## src/rtl/piso_feeder.sv

```systemverilog
// piso_feeder: parallel-in / serial-out feeder for the siso serial line.
// Accepts WIDTH-bit words over valid/ready and shifts them out one bit per
// clock. A one-word holding register lets words stream back to back.
// Ports:
//   clk, rst_n        clock, asynchronous active-low reset
//   din, din_valid    parallel word and its valid
//   din_ready         feeder can take a word (combinational, from hold_full/rst_n)
//   sout, sout_valid  registered serial bit and its valid
//   frame_start       registered, high while the first bit of a word is on sout
//   busy              registered, a word is shifting or waiting in hold
module piso_feeder #(
  parameter int unsigned WIDTH     = 8,
  parameter int unsigned MSB_FIRST = 1
) (
  input  logic             clk,
  input  logic             rst_n,
  input  logic [WIDTH-1:0] din,
  input  logic             din_valid,
  output logic             din_ready,
  output logic             sout,
  output logic             sout_valid,
  output logic             frame_start,
  output logic             busy
);

  localparam int unsigned CNT_W = $clog2(WIDTH);
  localparam logic [CNT_W-1:0] LAST_CNT = CNT_W'(WIDTH - 1);

  typedef enum logic {
    ST_IDLE  = 1'b0,
    ST_SHIFT = 1'b1
  } state_t;

  state_t             r_state;
  logic [CNT_W-1:0]   r_cnt;
  logic [WIDTH-1:0]   r_shift;
  logic [WIDTH-1:0]   r_hold;
  logic               r_hold_full;
  logic               r_sout;
  logic               r_sout_valid;
  logic               r_frame_start;
  logic               r_busy;

  state_t             w_state_nxt;
  logic [CNT_W-1:0]   w_cnt_nxt;
  logic [WIDTH-1:0]   w_shift_nxt;
  logic [WIDTH-1:0]   w_hold_nxt;
  logic               w_hold_full_nxt;
  logic [WIDTH-1:0]   w_shift_adv;
  logic               w_accept;
  logic               w_last;
  logic               w_bit_nxt;

  // Ready depends only on the holding register, never on din_valid.
  assign din_ready = rst_n & ~r_hold_full;
  assign w_accept  = din_valid & ~r_hold_full;
  assign w_last    = (r_state == ST_SHIFT) && (r_cnt == LAST_CNT);

  // Shifter advance moves the next bit toward the output end.
  assign w_shift_adv = (MSB_FIRST != 0) ? {r_shift[WIDTH-2:0], 1'b0}
                                        : {1'b0, r_shift[WIDTH-1:1]};

  // Next-state and datapath routing.
  always_comb begin
    w_state_nxt     = r_state;
    w_cnt_nxt       = r_cnt;
    w_shift_nxt     = r_shift;
    w_hold_nxt      = r_hold;
    w_hold_full_nxt = r_hold_full;
    case (r_state)
      ST_IDLE: begin
        if (w_accept) begin
          w_shift_nxt = din;
          w_cnt_nxt   = '0;
          w_state_nxt = ST_SHIFT;
        end
      end
      ST_SHIFT: begin
        if (w_last) begin
          w_cnt_nxt = '0;
          if (r_hold_full) begin
            w_shift_nxt     = r_hold;
            w_hold_full_nxt = 1'b0;
          end else if (w_accept) begin
            w_shift_nxt = din;
          end else begin
            w_state_nxt = ST_IDLE;
          end
        end else begin
          w_shift_nxt = w_shift_adv;
          w_cnt_nxt   = r_cnt + CNT_W'(1);
          if (w_accept) begin
            w_hold_nxt      = din;
            w_hold_full_nxt = 1'b1;
          end
        end
      end
      default: w_state_nxt = ST_IDLE;
    endcase
  end

  assign w_bit_nxt = (MSB_FIRST != 0) ? w_shift_nxt[WIDTH-1] : w_shift_nxt[0];

  // State and registered outputs; outputs derive from next-state values so
  // they line up with the state they describe.
  always_ff @(posedge clk or negedge rst_n) begin
    if (!rst_n) begin
      r_state       <= ST_IDLE;
      r_cnt         <= '0;
      r_shift       <= '0;
      r_hold        <= '0;
      r_hold_full   <= 1'b0;
      r_sout        <= 1'b0;
      r_sout_valid  <= 1'b0;
      r_frame_start <= 1'b0;
      r_busy        <= 1'b0;
    end else begin
      r_state       <= w_state_nxt;
      r_cnt         <= w_cnt_nxt;
      r_shift       <= w_shift_nxt;
      r_hold        <= w_hold_nxt;
      r_hold_full   <= w_hold_full_nxt;
      r_sout        <= (w_state_nxt == ST_SHIFT) & w_bit_nxt;
      r_sout_valid  <= (w_state_nxt == ST_SHIFT);
      r_frame_start <= (w_state_nxt == ST_SHIFT) && (w_cnt_nxt == '0);
      r_busy        <= (w_state_nxt == ST_SHIFT) | w_hold_full_nxt;
    end
  end

  assign sout        = r_sout;
  assign sout_valid  = r_sout_valid;
  assign frame_start = r_frame_start;
  assign busy        = r_busy;

endmodule

```

## config.mk

```make
export PLATFORM = sky130hd
export DESIGN_NAME = piso_feeder
export DESIGN_NICKNAME = d
export VERILOG_FILES = /design/src/rtl/piso_feeder.sv
export SDC_FILE = /design/constraint.sdc
export NUM_CORES = 1
export LEC_CHECK = 0
export CORE_UTILIZATION = 30
export CTS_CLUSTER_SIZE = 8
export DETAILED_ROUTE_END_ITERATION = 12
export PLACE_DENSITY = 0.53
export SETUP_SLACK_MARGIN = 0.05
export SYNTH_ARGS = -nofsm -noshare
export SYNTH_HDL_FRONTEND = slang
export SYNTH_SLANG_ARGS = --single-unit
```

## constraint.sdc

```tcl
create_clock -name clk -period 1.4 [get_ports clk]
set_input_delay 0.28 -clock clk [delete_from_list [all_inputs] [get_ports clk]]
set_output_delay 0.28 -clock clk [all_outputs]
set_load 0.03 [all_outputs]
```

## After elaboration in Yosys (flattened, before gate mapping)

Cells that the tools add are included.

| word-level totals | value |
|---|---|
| logic and storage cells | 35 |
| output and inout port bits | 5 |
| input bits | 11 |
| register bits | 24 |

| operators by class | value |
|---|---|
| add/sub/neg operators | 1 |
| equality and inequality tests | 1 |
| reduce and logical (&&, ||, !) cells | 4 |
| bitwise gates (word level) | 7 |
| multiplexer cells | 14 |

Operators with widths:

| cell | count |
|---|---|
| $mux 8 | 3 |
| $pmux 8 s2 | 1 |
| $mux 1 | 6 |
| $mux 3 | 2 |
| $pmux 3 s2 | 1 |
| $add 3x1->3 const B | 1 |
| $and 1x1->1 | 3 |
| $eq 3x3->1 const B | 1 |
| $logic_not 3->1 | 1 |
| $not 1->1 | 3 |
| $reduce_and 3->1 | 1 |
| $logic_and 1x1->1 | 2 |
| $pmux 1 s2 | 1 |
| $or 1x1->1 | 1 |

## Logic depth before layout (Yosys ltp)

Gate-level depths: netlist (run 1).

| depth | value |
|---|---|
| depth after elaboration | 7 |
| depth in mapped cells | 6 |
| depth with buffers taken out | 5 |

## Worst setup path before layout (run 1)

Ideal clock, no wire load.

| path | value |
|---|---|
| path type | flip-flop to flip-flop |
| from | reg r_cnt[0] |
| to | reg r_hold[0] |
| data required time | 1.275 ns |
| stages on the path, launching flop included | 6 |
| path slack | -0.170 ns |
| library setup time | 0.125 ns |
| buffers on the path | 0 |
| data arrival time | 1.445 ns |
| period minus slack after synthesis | 1.570 ns |
| cells stage by stage | dfrtp_1 -> ha_1 -> ha_1 -> nand2b_4 -> nor2_8 -> mux2_4 |

| between the ends | value |
|---|---|
| longest elaborated chain between the ends | 4 |

Ends and longest elaborated chain:

| what | RTL line | text |
|---|---|---|
| start, declared | 35 | `logic [CNT_W-1:0] r_cnt;` |
| start signal, assigned | 119 | `r_cnt <= w_cnt_nxt;` |
| $eq 3x3->1 | 57 | `assign w_last = (r_state == ST_SHIFT) && (r_cnt == LAST_CNT);` |
| $logic_and 1x1->1 | 57 |  |
| $not 1->1 (no source line) | -- |  |
| $reduce_and 3->1 (no source line) | -- |  |
| end signal, assigned | 121 | `r_hold <= w_hold_nxt;` |
| end, declared | 37 | `logic [WIDTH-1:0] r_hold;` |

No other way between the ends.
A chain may end at the register's enable or synchronous reset.

## Final worst setup path (run 1)

| path | value |
|---|---|
| from | reg r_cnt[0] |
| to | reg r_hold[1] |

The elaborated chain is that of the path after synthesis.

==> impl_metrics.prom, run 1 <==
# TYPE chip_impl_metric gauge
chip_impl_metric{name="drive_gt1_share",unit="%"} 48.4
chip_impl_metric{name="drt_first_iter_violations",unit=""} 36
chip_impl_metric{name="starting_density_of_the_core",unit="%"} 32.0
chip_impl_metric{name="nNetsFinal",unit=""} 142
chip_impl_metric{name="post_layout_nonfiller_instances",unit=""} 174
chip_impl_metric{name="worstSkewPairLatency",unit="ns"} 0.32
chip_impl_metric{name="synth.net_count",unit=""} 106
chip_impl_metric{name="timing.critical_path.fanout_max",unit=""} 8
chip_impl_metric{name="antenna_diodes",unit=""} 0
chip_impl_metric{name="hpwl",unit="um"} 1610
chip_impl_metric{name="detailroute.wirelength.met3",unit="um"} 69
chip_impl_metric{name="placedCellCount",unit=""} 160
chip_impl_metric{name="area_growth",unit="%"} 49.4
chip_impl_metric{name="post_synth.cell_area_avg",unit="sq um"} 11.8
chip_impl_metric{name="final_period_minus_worst_setup_slack",unit="ns"} 1.55
chip_impl_metric{name="total_leakage_power",unit="nW"} 0.701
chip_impl_metric{name="final-setup-viol-count",unit=""} 18
chip_impl_metric{name="layout.filler_cells",unit=""} 316
chip_impl_metric{name="route.detailed.drc",unit=""} 0
chip_impl_metric{name="grt_antenna_before_repair",unit=""} 0
chip_impl_metric{name="cts_num_sinks",unit=""} 23
chip_impl_info{name="crit_path_start_kind",value="flip-flop"} 1
chip_impl_metric{name="global_route.overflow_total",unit=""} 0
chip_impl_info{name="library_cell_occupying_the_most_area_in_the_post_synthesis_netlist",value="dfrtp_1"} 1
chip_impl_metric{name="synth_seq_cells",unit=""} 23
chip_impl_metric{name="num_rows",unit=""} 21
chip_impl_info{name="worst_setup_path_end_kind",value="flip-flop"} 1
chip_impl_info{name="ctsRootBufferMaster",value="clkbuf_4"} 1
chip_impl_metric{name="pre_cts_slack",unit="ns"} -0.215
chip_impl_metric{name="clk_transition_reported_paths",unit="ns"} 0.14
chip_impl_metric{name="worst_hold_margin",unit="ns"} 0.344
chip_impl_metric{name="arrival_time_at_the_worst_endpoint",unit="ns"} 1.76
chip_impl_metric{name="timing.max_cap.violations",unit=""} 0
chip_impl_metric{name="cp.required",unit="ns"} 1.61
chip_impl_metric{name="wl_met2",unit="um"} 1420
chip_impl_info{name="crit_chain",value="ha_4 -> ha_4 -> nand2b_4 -> nor2_8 -> mux2_4"} 1
chip_impl_metric{name="vias",unit=""} 869
chip_impl_metric{name="pin_count",unit=""} 16
chip_impl_metric{name="die_area",unit="sq um"} 3890
chip_impl_metric{name="detail_route.first_pass.iterations",unit=""} 5
chip_impl_metric{name="worstMarginPinSlew",unit="ns"} 0.300
chip_impl_info{name="status",value="finished, violations left"} 1
chip_impl_metric{name="fp.coreArea",unit="sq um"} 3420
chip_impl_metric{name="wire_length_of_the_first_global_routing_pass",unit="um"} 4220
chip_impl_metric{name="route.antenna.remaining_nets",unit=""} 0
chip_impl_info{name="crit_slowest_cell",value="dfrtp_1"} 1
chip_impl_info{name="ws_path_type",value="flip-flop to flip-flop"} 1
chip_impl_metric{name="slew_viol_final",unit=""} 0
chip_impl_metric{name="grt_usage",unit="%"} 14.2
chip_impl_metric{name="grt_start_max_net_pins",unit=""} 24
chip_impl_metric{name="layout_setup_ws",unit="ns"} -0.153
chip_impl_metric{name="drt-wirelength-per-cell",unit="um"} 16.0
chip_impl_info{name="topRoutingLayerUsed",value="met4"} 1
chip_impl_metric{name="final_area",unit="sq um"} 1630
chip_impl_metric{name="synth_top_area_share",unit="%"} 52.6
chip_impl_metric{name="ff2ff_path_depth",unit=""} 5
chip_impl_metric{name="ys_seq_area_share",unit="%"} 52.6
chip_impl_metric{name="timing.slew.headroom",unit="%"} 80.0
chip_impl_metric{name="metal1_wirelength",unit="um"} 1230
chip_impl_metric{name="synth_cells",unit=""} 93
chip_impl_metric{name="synth-warning-count",unit=""} 0
chip_impl_info{name="tritoncts",value="yes"} 1
chip_impl_info{name="worstReg2RegEnd",value="r_hold[1]"} 1
chip_impl_metric{name="cts_hold_repair.buffers",unit=""} 0
chip_impl_info{name="mostFrequentLayoutCells",value="dfrtp_1, nand2_1, buf_6, buf_4, clkdlybuf4s50_1"} 1
chip_impl_metric{name="routed_wirelength",unit="um"} 2780
chip_impl_metric{name="synth_area",unit="sq um"} 1090
chip_impl_metric{name="port_buffers",unit=""} 15
chip_impl_info{name="violated_checks",value="negative setup slack"} 1
chip_impl_metric{name="multi_input_gate_area_in_the_final_layout",unit="sq um"} 616
chip_impl_metric{name="max-vdd-ir-drop",unit="uV"} 873
chip_impl_metric{name="timing.fmax",unit="MHz"} 644
chip_impl_metric{name="critPathMaxStageDelay",unit="ns"} 0.43
chip_impl_info{name="crit-reg2reg-launch",value="r_cnt[0]"} 1
chip_impl_metric{name="vias_in_the_first_global_route",unit=""} 862
chip_impl_info{name="most_common_cell_after_layout_fill_and_taps_aside",value="dfrtp_1"} 1
chip_impl_metric{name="fp.dieH",unit="um"} 62.4
chip_impl_metric{name="route.detailed.vias_per_inst",unit=""} 4.99
chip_impl_metric{name="report.final.hold_viol_count",unit=""} 0
chip_impl_info{name="synthTopCellsByArea",value="dfrtp_1, mux2_4, nand2_1"} 1
chip_impl_metric{name="fin_tns_setup",unit="ns"} -1.59
chip_impl_metric{name="cts_inserted_buffers",unit=""} 3
chip_impl_metric{name="h-tree-depth",unit=""} 1
chip_impl_metric{name="regArea",unit="sq um"} 577
chip_impl_metric{name="design_power_total",unit="mW"} 3.69
chip_impl_metric{name="gpl.final_weighted_congestion",unit=""} 0.759
chip_impl_info{name="crit_top_cell",value="ha_4"} 1
chip_impl_metric{name="fin_worst_skew",unit="ns"} 0.00990
chip_impl_metric{name="cell_area_placed",unit="sq um"} 1360
chip_impl_info{name="worst_hold_path_type",value="input pin to asynchronous set/reset pin"} 1
chip_impl_metric{name="synth_cell_types",unit=""} 22
chip_impl_info{name="rsz0062_at_grt",value="true"} 1
chip_impl_metric{name="regToRegSetupSlack",unit="ns"} -0.15
chip_impl_metric{name="power.density_cell_area",unit="nW/um^2"} 2260
chip_impl_metric{name="layout_worst_path_cycle_share",unit="%"} 111
chip_impl_metric{name="clock_tree.buffer_depth",unit=""} 2
chip_impl_metric{name="fin_util",unit="%"} 47.8
chip_impl_metric{name="dieWidth",unit="um"} 62.4
synth_stat cells:
master and number:
dfrtp_1 23, nand2_1 20, o22ai_1 10, mux2_4 8, a32oi_1 6, a21oi_1 3
buf_2 3, inv_1 3, a31o_1 2, ha_1 2, nand2b_4 2, a22oi_1 1
a31oi_1 1, and2b_2 1, and4_2 1, buf_1 1, buf_12 1, clkbuf_2 1
nor2_1 1, nor2_8 1, nor2b_1 1, o21ai_0 1
logic make-up (layout without fill, tap and decap cells):
group                    after synthesis  count (layout)  synth area share [%]
adder cells (fa/ha/maj)                2               2                  2.29
AO/OA/AOI/OAI                         24              24                  15.2
buffers and inverters                  9              44                  5.03
multiplexers                           8               8                  11.0
flip-flops                            23              23                  52.6
AND/OR/NAND/NOR                       27              27                  13.8
registers in the layout (all words and copies together) (netlist names):
name         flops
r_cnt            3
sout             1
sout_valid       1
r_hold           8
frame_start      1
r_hold_full      1
busy             1
r_shift          7
metal layers:
metal,global-route usage [%],up-vias
li1,-,404
met1,19.0,444
met2,21.8,15
met3,3.47,6
met4,5.81,0
met5,0,-
where the power goes:
part           internal, mW  switching [mW]
sequential            0.980           0.264
combinational          1.20           0.931
clock                 0.107           0.206
total                  2.29            1.40
cell type report:
| type | count | share of cell area, % |
|---|---|---|
| clock buffers | 3 | 1.38 |
| multi-input cells | 61 | 37.7 |
| inverters | 3 | 0.689 |
| well taps | 46 | 3.52 |
| repair buffers | 37 | 21.1 |
| clock inverters | 1 | 0.306 |
| flip-flops and latches | 23 | 35.3 |
worst max-delay path, delay by kind of cell, from the launching register on:
kind	cells	cell delay, ns
adders and majority gates	2	0.34
DFF	1	0.43
and+or+nand+nor	2	0.36
muxes	1	0.32
how the worst max path moves through the flow:
stage,startpoint,end,slack (ns),depth (start not counted)
detailed placement,din_valid,r_shift[5],-0.21,5
floorplan,r_cnt[0],r_hold[0],-0.13,5
global placement,din_valid,r_hold[4],-0.18,4
global route,r_cnt[0],r_hold[7],-0.19,5
CTS,r_cnt[1],r_hold[1],-0.18,5
finish,r_cnt[0],r_hold[1],-0.15,5
what timing repair did:
| action | CTS | global route |
|---|---|---|
| gates resized for setup | 18 | 27 |
| setup buffers | 4 | 6 |
| endpoints found under the hold margin | 0 | 0 |
| pin swaps | 8 | 16 |
| setup endpoints to repair | 23 | 25 |
(Power assumes the default switching activity.)
==> inputs of run 2 (changes only) <==
--- a/config.mk
+++ b/config.mk
@@ -5,6 +5,7 @@
 export SDC_FILE = /design/constraint.sdc
 export NUM_CORES = 1
 export LEC_CHECK = 0
+export CORE_MARGIN = 5
 export CORE_UTILIZATION = 30
 export CTS_CLUSTER_SIZE = 8
 export DETAILED_ROUTE_END_ITERATION = 12
==> impl_metrics.prom, run 2 (synthesis results as in run 1) <==
# TYPE chip_impl_metric gauge
chip_impl_metric{name="pin_count",unit=""} 16
chip_impl_metric{name="post_layout_nonfiller_instances",unit=""} 175
chip_impl_metric{name="fin_tns_setup",unit="ns"} -2.74
chip_impl_metric{name="route.antenna.remaining_nets",unit=""} 0
chip_impl_metric{name="clock_network_fraction_of_design_power",unit="%"} 11.9
chip_impl_metric{name="layout_worst_path_cycle_share",unit="%"} 116
chip_impl_metric{name="cts_num_sinks",unit=""} 23
chip_impl_metric{name="regToRegSetupSlack",unit="ns"} -0.22
chip_impl_metric{name="clk_transition_reported_paths",unit="ns"} 0.08
chip_impl_info{name="status",value="finished, violations left"} 1
chip_impl_metric{name="timing.slew.headroom",unit="%"} 79.7
chip_impl_metric{name="nNetsFinal",unit=""} 141
chip_impl_metric{name="vias_in_the_first_global_route",unit=""} 903
chip_impl_metric{name="wire_length_of_the_first_global_routing_pass",unit="um"} 4400
chip_impl_metric{name="sw_frac_of_total",unit="%"} 36.7
chip_impl_metric{name="fp.dieH",unit="um"} 70.4
chip_impl_metric{name="dieWidth",unit="um"} 70.4
chip_impl_info{name="tritoncts",value="yes"} 1
chip_impl_metric{name="report.final.hold_viol_count",unit=""} 0
chip_impl_metric{name="vias",unit=""} 857
chip_impl_metric{name="timing.critical_path.fanout_max",unit=""} 5
chip_impl_info{name="worst_hold_path_type",value="input pin to asynchronous set/reset pin"} 1
chip_impl_metric{name="cts_hold_repair.buffers",unit=""} 0
chip_impl_metric{name="route.detailed.vias_per_inst",unit=""} 4.90
chip_impl_info{name="largestRegisters",value="r_hold: 8 flops, r_shift: 7 flops, r_cnt: 3 flops"} 1
chip_impl_metric{name="layout_setup_ws",unit="ns"} -0.218
chip_impl_metric{name="largest_register_ffs",unit=""} 8
chip_impl_info{name="rsz0062_at_grt",value="true"} 1
chip_impl_info{name="largest_register",value="r_hold"} 1
chip_impl_info{name="violated_checks",value="negative setup slack"} 1
chip_impl_metric{name="antenna_diodes",unit=""} 0
chip_impl_metric{name="design_power_total",unit="mW"} 3.46
chip_impl_metric{name="drt_first_iter_violations",unit=""} 17
chip_impl_metric{name="total_leakage_power",unit="nW"} 0.678
chip_impl_metric{name="cp.required",unit="ns"} 1.55
chip_impl_metric{name="drt-wirelength-per-cell",unit="um"} 15.4
chip_impl_metric{name="final-setup-viol-count",unit=""} 18
chip_impl_metric{name="placedCellCount",unit=""} 162
chip_impl_metric{name="worst_hold_margin",unit="ns"} 0.395
chip_impl_metric{name="grt_start_max_net_pins",unit=""} 24
chip_impl_metric{name="slew_viol_final",unit=""} 0
chip_impl_metric{name="final_area",unit="sq um"} 1580
chip_impl_metric{name="grt_usage",unit="%"} 11.1
chip_impl_metric{name="max-vdd-ir-drop",unit="uV"} 608
chip_impl_metric{name="cell_area_placed",unit="sq um"} 1360
chip_impl_metric{name="clock_tree.buffer_depth",unit=""} 2
chip_impl_metric{name="total_switching_power",unit="mW"} 1.27
chip_impl_metric{name="fin_util",unit="%"} 43.9
chip_impl_metric{name="detail_route.first_pass.iterations",unit=""} 4
chip_impl_metric{name="power.density_cell_area",unit="nW/um^2"} 2190
chip_impl_metric{name="worstSkewPairLatency",unit="ns"} 0.26
chip_impl_metric{name="die_area",unit="sq um"} 4950
chip_impl_info{name="topRoutingLayerUsed",value="met4"} 1
chip_impl_info{name="mostFrequentLayoutCells",value="dfrtp_1, nand2_1, buf_4, clkdlybuf4s50_1, mux2_4"} 1
chip_impl_metric{name="gpl.final_weighted_congestion",unit=""} 0.694
chip_impl_metric{name="wl_met2",unit="um"} 1380
chip_impl_metric{name="global_route.overflow_total",unit=""} 0
chip_impl_info{name="crit_path_start_kind",value="flip-flop"} 1
chip_impl_metric{name="route.detailed.drc",unit=""} 0
chip_impl_info{name="most_common_cell_after_layout_fill_and_taps_aside",value="dfrtp_1"} 1
chip_impl_metric{name="worstMarginPinSlew",unit="ns"} 0.305
chip_impl_metric{name="power.share.sequential",unit="%"} 34.3
chip_impl_metric{name="num_rows",unit=""} 22
chip_impl_metric{name="pre_cts_slack",unit="ns"} -0.212
chip_impl_metric{name="layout.filler_cells",unit=""} 344
chip_impl_metric{name="starting_density_of_the_core",unit="%"} 30.3
chip_impl_metric{name="hpwl",unit="um"} 1700
chip_impl_info{name="ws_path_type",value="flip-flop to flip-flop"} 1
chip_impl_metric{name="power_report.internal_total",unit="mW"} 2.19
chip_impl_metric{name="arrival_time_at_the_worst_endpoint",unit="ns"} 1.77
chip_impl_metric{name="final_period_minus_worst_setup_slack",unit="ns"} 1.62
chip_impl_metric{name="routed_wirelength",unit="um"} 2700
chip_impl_metric{name="detailroute.wirelength.met3",unit="um"} 76
chip_impl_metric{name="h-tree-depth",unit=""} 1
chip_impl_info{name="worst_setup_path_end_kind",value="flip-flop"} 1
chip_impl_metric{name="timing.max_cap.violations",unit=""} 0
chip_impl_metric{name="power_frac_comb",unit="%"} 53.8
chip_impl_metric{name="fp.coreArea",unit="sq um"} 3610
chip_impl_metric{name="area_growth",unit="%"} 44.7
chip_impl_metric{name="fin_worst_skew",unit="ns"} 0.00118
chip_impl_metric{name="metal1_wirelength",unit="um"} 1200
chip_impl_metric{name="grt_antenna_before_repair",unit=""} 0
chip_impl_metric{name="cts_inserted_buffers",unit=""} 3
chip_impl_metric{name="port_buffers",unit=""} 15
chip_impl_info{name="ctsRootBufferMaster",value="clkbuf_8"} 1
chip_impl_metric{name="timing.fmax",unit="MHz"} 618
chip_impl_metric{name="drive_gt1_share",unit="%"} 43.3
run 2: cell count changes in the layout (fill, tap and decap cells not counted), moves of 2 or more:
cell and change:
buf_4 +4, clkbuf_8 +3, o22ai_4 -4, o22ai_1 +6
buf_6 -6, a32oi_2 +2, clkbuf_4 -3, o22ai_2 -2
dlygate4sd2_1 +3, a32oi_1 -2, clkbuf_2 -2
run 2: path summary, 6_finish.rpt:
path,from,endpoint,cells past startpoint
min,rst_n,sout,2
min in group clk,r_hold[0],r_hold[0],1
min reg2reg,r_hold[0],r_hold[0],1
max,r_cnt[1],r_shift[0],6
max reg2reg,r_cnt[1],r_shift[0],6
max in group asynchronous,rst_n,sout_valid,2
run 2: worst max-delay path, cell delays in order, from the launching register on:
cell and delay [ns]:
dfrtp_1 0.39, ha_2 0.21, ha_4 0.16, nand2b_4 0.16, buf_4 0.16, a31o_1 0.23
a31o_1 0.20
run 2: routing by layer:
| layer | vias up | global-route usage, % |
|---|---|---|
| met2 | 16 | 17.0 |
| met4 | 0 | 5.11 |
| met5 | - | 0 |
| met3 | 4 | 2.01 |
| li1 | 403 | - |
| met1 | 434 | 15.1 |
run 2: final cells by class:
cell class | count | area [sq um] | area share, %
Multi-Input combinational cell | 61 | 558 | 35.3
Tap cell | 48 | 60.1 | 3.79
Timing Repair Buffer | 36 | 329 | 20.8
Clock buffer | 4 | 45.0 | 2.85
Inverter | 3 | 13.8 | 0.870
Sequential cell | 23 | 577 | 36.4
run 2: power groups by stage:
stage	logic, mW	registers [mW]	clock network, mW
final	1.86	1.19	0.411
after global routing	2.03	1.22	0.451
after CTS	1.58	1.17	0.426
after detailed placement	1.46	1.18	0
after global placement	1.42	1.17	0
after floorplan	0.946	1.21	0
run 2: what timing repair did:
action | CTS | global route
buffers inserted | 4 | 5
gates resized for setup | 12 | 17
endpoints found under the setup margin | 23 | 21
pin swaps | 2 | 6
==> inputs of run 3 (changes only) <==
--- a/config.mk
+++ b/config.mk
@@ -5,7 +5,7 @@
 export SDC_FILE = /design/constraint.sdc
 export NUM_CORES = 1
 export LEC_CHECK = 0
-export CORE_MARGIN = 5
+export CORE_MARGIN = 3
 export CORE_UTILIZATION = 30
 export CTS_CLUSTER_SIZE = 8
 export DETAILED_ROUTE_END_ITERATION = 12
==> impl_metrics.prom, run 3 (synthesis results as in run 1) <==
# TYPE chip_impl_metric gauge
chip_impl_info{name="status",value="finished, violations left"} 1
chip_impl_info{name="violated_checks",value="negative setup slack"} 1
chip_impl_metric{name="gpl.final_weighted_congestion",unit=""} 0.784
chip_impl_metric{name="drive_gt1_share",unit="%"} 44.4
chip_impl_metric{name="die_area",unit="sq um"} 4410
chip_impl_metric{name="timing.critical_path.fanout_max",unit=""} 8
chip_impl_metric{name="fin_util",unit="%"} 45.1
chip_impl_metric{name="clock_tree.buffer_depth",unit=""} 2
chip_impl_metric{name="pin_count",unit=""} 16
chip_impl_metric{name="area_growth",unit="%"} 40.7
chip_impl_info{name="worst_setup_path_end_kind",value="flip-flop"} 1
chip_impl_metric{name="cp.required",unit="ns"} 1.61
chip_impl_metric{name="grt_antenna_before_repair",unit=""} 0
chip_impl_info{name="mostFrequentLayoutCells",value="dfrtp_1, nand2_1, buf_4, clkdlybuf4s50_1"} 1
chip_impl_info{name="crit-reg2reg-launch",value="r_cnt[1]"} 1
chip_impl_metric{name="antenna_diodes",unit=""} 0
chip_impl_info{name="worst_hold_path_type",value="input pin to asynchronous set/reset pin"} 1
chip_impl_info{name="rsz0062_at_grt",value="true"} 1
chip_impl_metric{name="drt-wirelength-per-cell",unit="um"} 15.6
chip_impl_metric{name="port_buffers",unit=""} 15
chip_impl_metric{name="worstSkewPairLatency",unit="ns"} 0.31
chip_impl_info{name="ctsRootBufferMaster",value="clkbuf_4"} 1
chip_impl_metric{name="route.antenna.remaining_nets",unit=""} 0
chip_impl_metric{name="fin_worst_skew",unit="ns"} 0.00754
chip_impl_metric{name="fp.dieH",unit="um"} 66.4
chip_impl_metric{name="power.density_cell_area",unit="nW/um^2"} 2220
chip_impl_metric{name="drt_first_iter_violations",unit=""} 19
chip_impl_metric{name="timing.slew.headroom",unit="%"} 80.3
chip_impl_info{name="most_common_cell_after_layout_fill_and_taps_aside",value="dfrtp_1"} 1
chip_impl_metric{name="h-tree-depth",unit=""} 1
chip_impl_metric{name="max-vdd-ir-drop",unit="uV"} 1190
chip_impl_metric{name="final-setup-viol-count",unit=""} 18
chip_impl_metric{name="route.detailed.vias_per_inst",unit=""} 4.98
chip_impl_info{name="worstReg2RegEnd",value="r_hold[3]"} 1
chip_impl_metric{name="vias",unit=""} 846
chip_impl_info{name="tritoncts",value="yes"} 1
chip_impl_metric{name="wire_length_of_the_first_global_routing_pass",unit="um"} 4430
chip_impl_metric{name="worstMarginPinSlew",unit="ns"} 0.295
chip_impl_metric{name="final_period_minus_worst_setup_slack",unit="ns"} 1.57
chip_impl_metric{name="grt_start_max_net_pins",unit=""} 24
chip_impl_metric{name="cts_inserted_buffers",unit=""} 3
chip_impl_metric{name="nNetsFinal",unit=""} 138
chip_impl_metric{name="layout_worst_path_cycle_share",unit="%"} 112
chip_impl_metric{name="hpwl",unit="um"} 1740
chip_impl_info{name="ws_path_type",value="flip-flop to flip-flop"} 1
chip_impl_metric{name="timing.max_cap.violations",unit=""} 0
chip_impl_metric{name="route.detailed.drc",unit=""} 0
chip_impl_info{name="crit_path_start_kind",value="flip-flop"} 1
chip_impl_metric{name="detail_route.first_pass.iterations",unit=""} 4
chip_impl_metric{name="layout_setup_ws",unit="ns"} -0.169
chip_impl_metric{name="slew_viol_final",unit=""} 0
chip_impl_metric{name="regToRegSetupSlack",unit="ns"} -0.17
chip_impl_metric{name="total_leakage_power",unit="nW"} 0.658
chip_impl_metric{name="fp.coreArea",unit="sq um"} 3420
chip_impl_metric{name="arrival_time_at_the_worst_endpoint",unit="ns"} 1.78
chip_impl_metric{name="clk_transition_reported_paths",unit="ns"} 0.13
chip_impl_metric{name="post_layout_nonfiller_instances",unit=""} 170
chip_impl_info{name="largest_register",value="r_hold"} 1
chip_impl_metric{name="num_rows",unit=""} 21
chip_impl_metric{name="grt_usage",unit="%"} 13.5
chip_impl_metric{name="global_route.overflow_total",unit=""} 0
chip_impl_metric{name="vias_in_the_first_global_route",unit=""} 913
chip_impl_metric{name="ff2ff_path_depth",unit=""} 5
chip_impl_metric{name="largest_register_ffs",unit=""} 8
chip_impl_metric{name="placedCellCount",unit=""} 161
chip_impl_metric{name="report.final.hold_viol_count",unit=""} 0
chip_impl_info{name="largestRegisters",value="r_hold: 8 flops, r_shift: 7 flops, r_cnt: 3 flops"} 1
chip_impl_metric{name="routed_wirelength",unit="um"} 2660
chip_impl_metric{name="dieWidth",unit="um"} 66.4
chip_impl_metric{name="timing.fmax",unit="MHz"} 637
chip_impl_metric{name="layout.filler_cells",unit=""} 328
chip_impl_metric{name="cts_num_sinks",unit=""} 23
chip_impl_metric{name="starting_density_of_the_core",unit="%"} 32.0
## run 3: area by class of cell
cell class | instances | area [sq um] | area share (%)
sequential | 23 | 577 | 37.5
multi-input combinational | 61 | 571 | 37.1
timing repair buffer | 33 | 295 | 19.2
tap | 46 | 57.6 | 3.74
clock buffer | 3 | 22.5 | 1.46
inverter | 3 | 11.3 | 0.732
clock inverter | 1 | 5.00 | 0.325
## run 3: worst max-delay path by stage
stage | start | end | slack [ns] | depth (start not counted)
after floorplan | r_cnt[0] | r_hold[0] | -0.13 | 5
after global placement | r_cnt[1] | r_hold[4] | -0.16 | 5
after detailed placement | din_valid | r_shift[4] | -0.19 | 5
after CTS | r_cnt[1] | r_hold[1] | -0.17 | 5
after global routing | r_cnt[1] | r_hold[0] | -0.20 | 5
final | r_cnt[1] | r_hold[3] | -0.17 | 5
## run 3: worst max-delay path, cell delays in order (launching register included)
cell and delay [ns]:
dfrtp_1 0.41, ha_2 0.20, ha_4 0.16, nand2b_4 0.16, nor2_8 0.20, mux2_4 0.32
## run 3: stage by stage
step / cell area [sq um] / power (mW) / setup TNS, ns / setup slack (ns) / hold slack [ns]
2_1_floorplan: 1110 / 2.16 / -1.04 / -0.130 / -0.0156
3_3_place_gp: 1370 / 2.60 / -2.36 / -0.156 / 0.497
3_5_place_dp: 1370 / 2.64 / -2.80 / -0.194 / 0.501
4_1_cts: 1490 / 3.23 / -1.88 / -0.171 / 0.400
5_1_grt: 1540 / 3.68 / -2.70 / -0.196 / 0.406
6_report: 1540 / 3.41 / -1.88 / -0.169 / 0.379
## run 3: power by group
group	switching, mW	internal (mW)	total [mW]	leakage, nW
combinational	0.910	1.01	1.92	0.370
sequential	0.202	0.980	1.18	0.271
clock	0.206	0.107	0.313	0.0177
## run 3: what timing repair did
action	4_1_cts	5_1_grt
hold buffers	0	0
setup endpoints to repair	22	25
pin swaps	4	1
gates resized for setup	19	18
cloned	0	1
setup buffers	4	0
## run 3: routing by layer
metal  vias up  global-route usage [%]  share of wire [%]
li1        398                       -                  -
met4         0                    6.35                1.8
met3         4                    2.89                3.6
met2        16                    21.8                 50
met1       428                    17.1                 45
met5         -                       0                  0
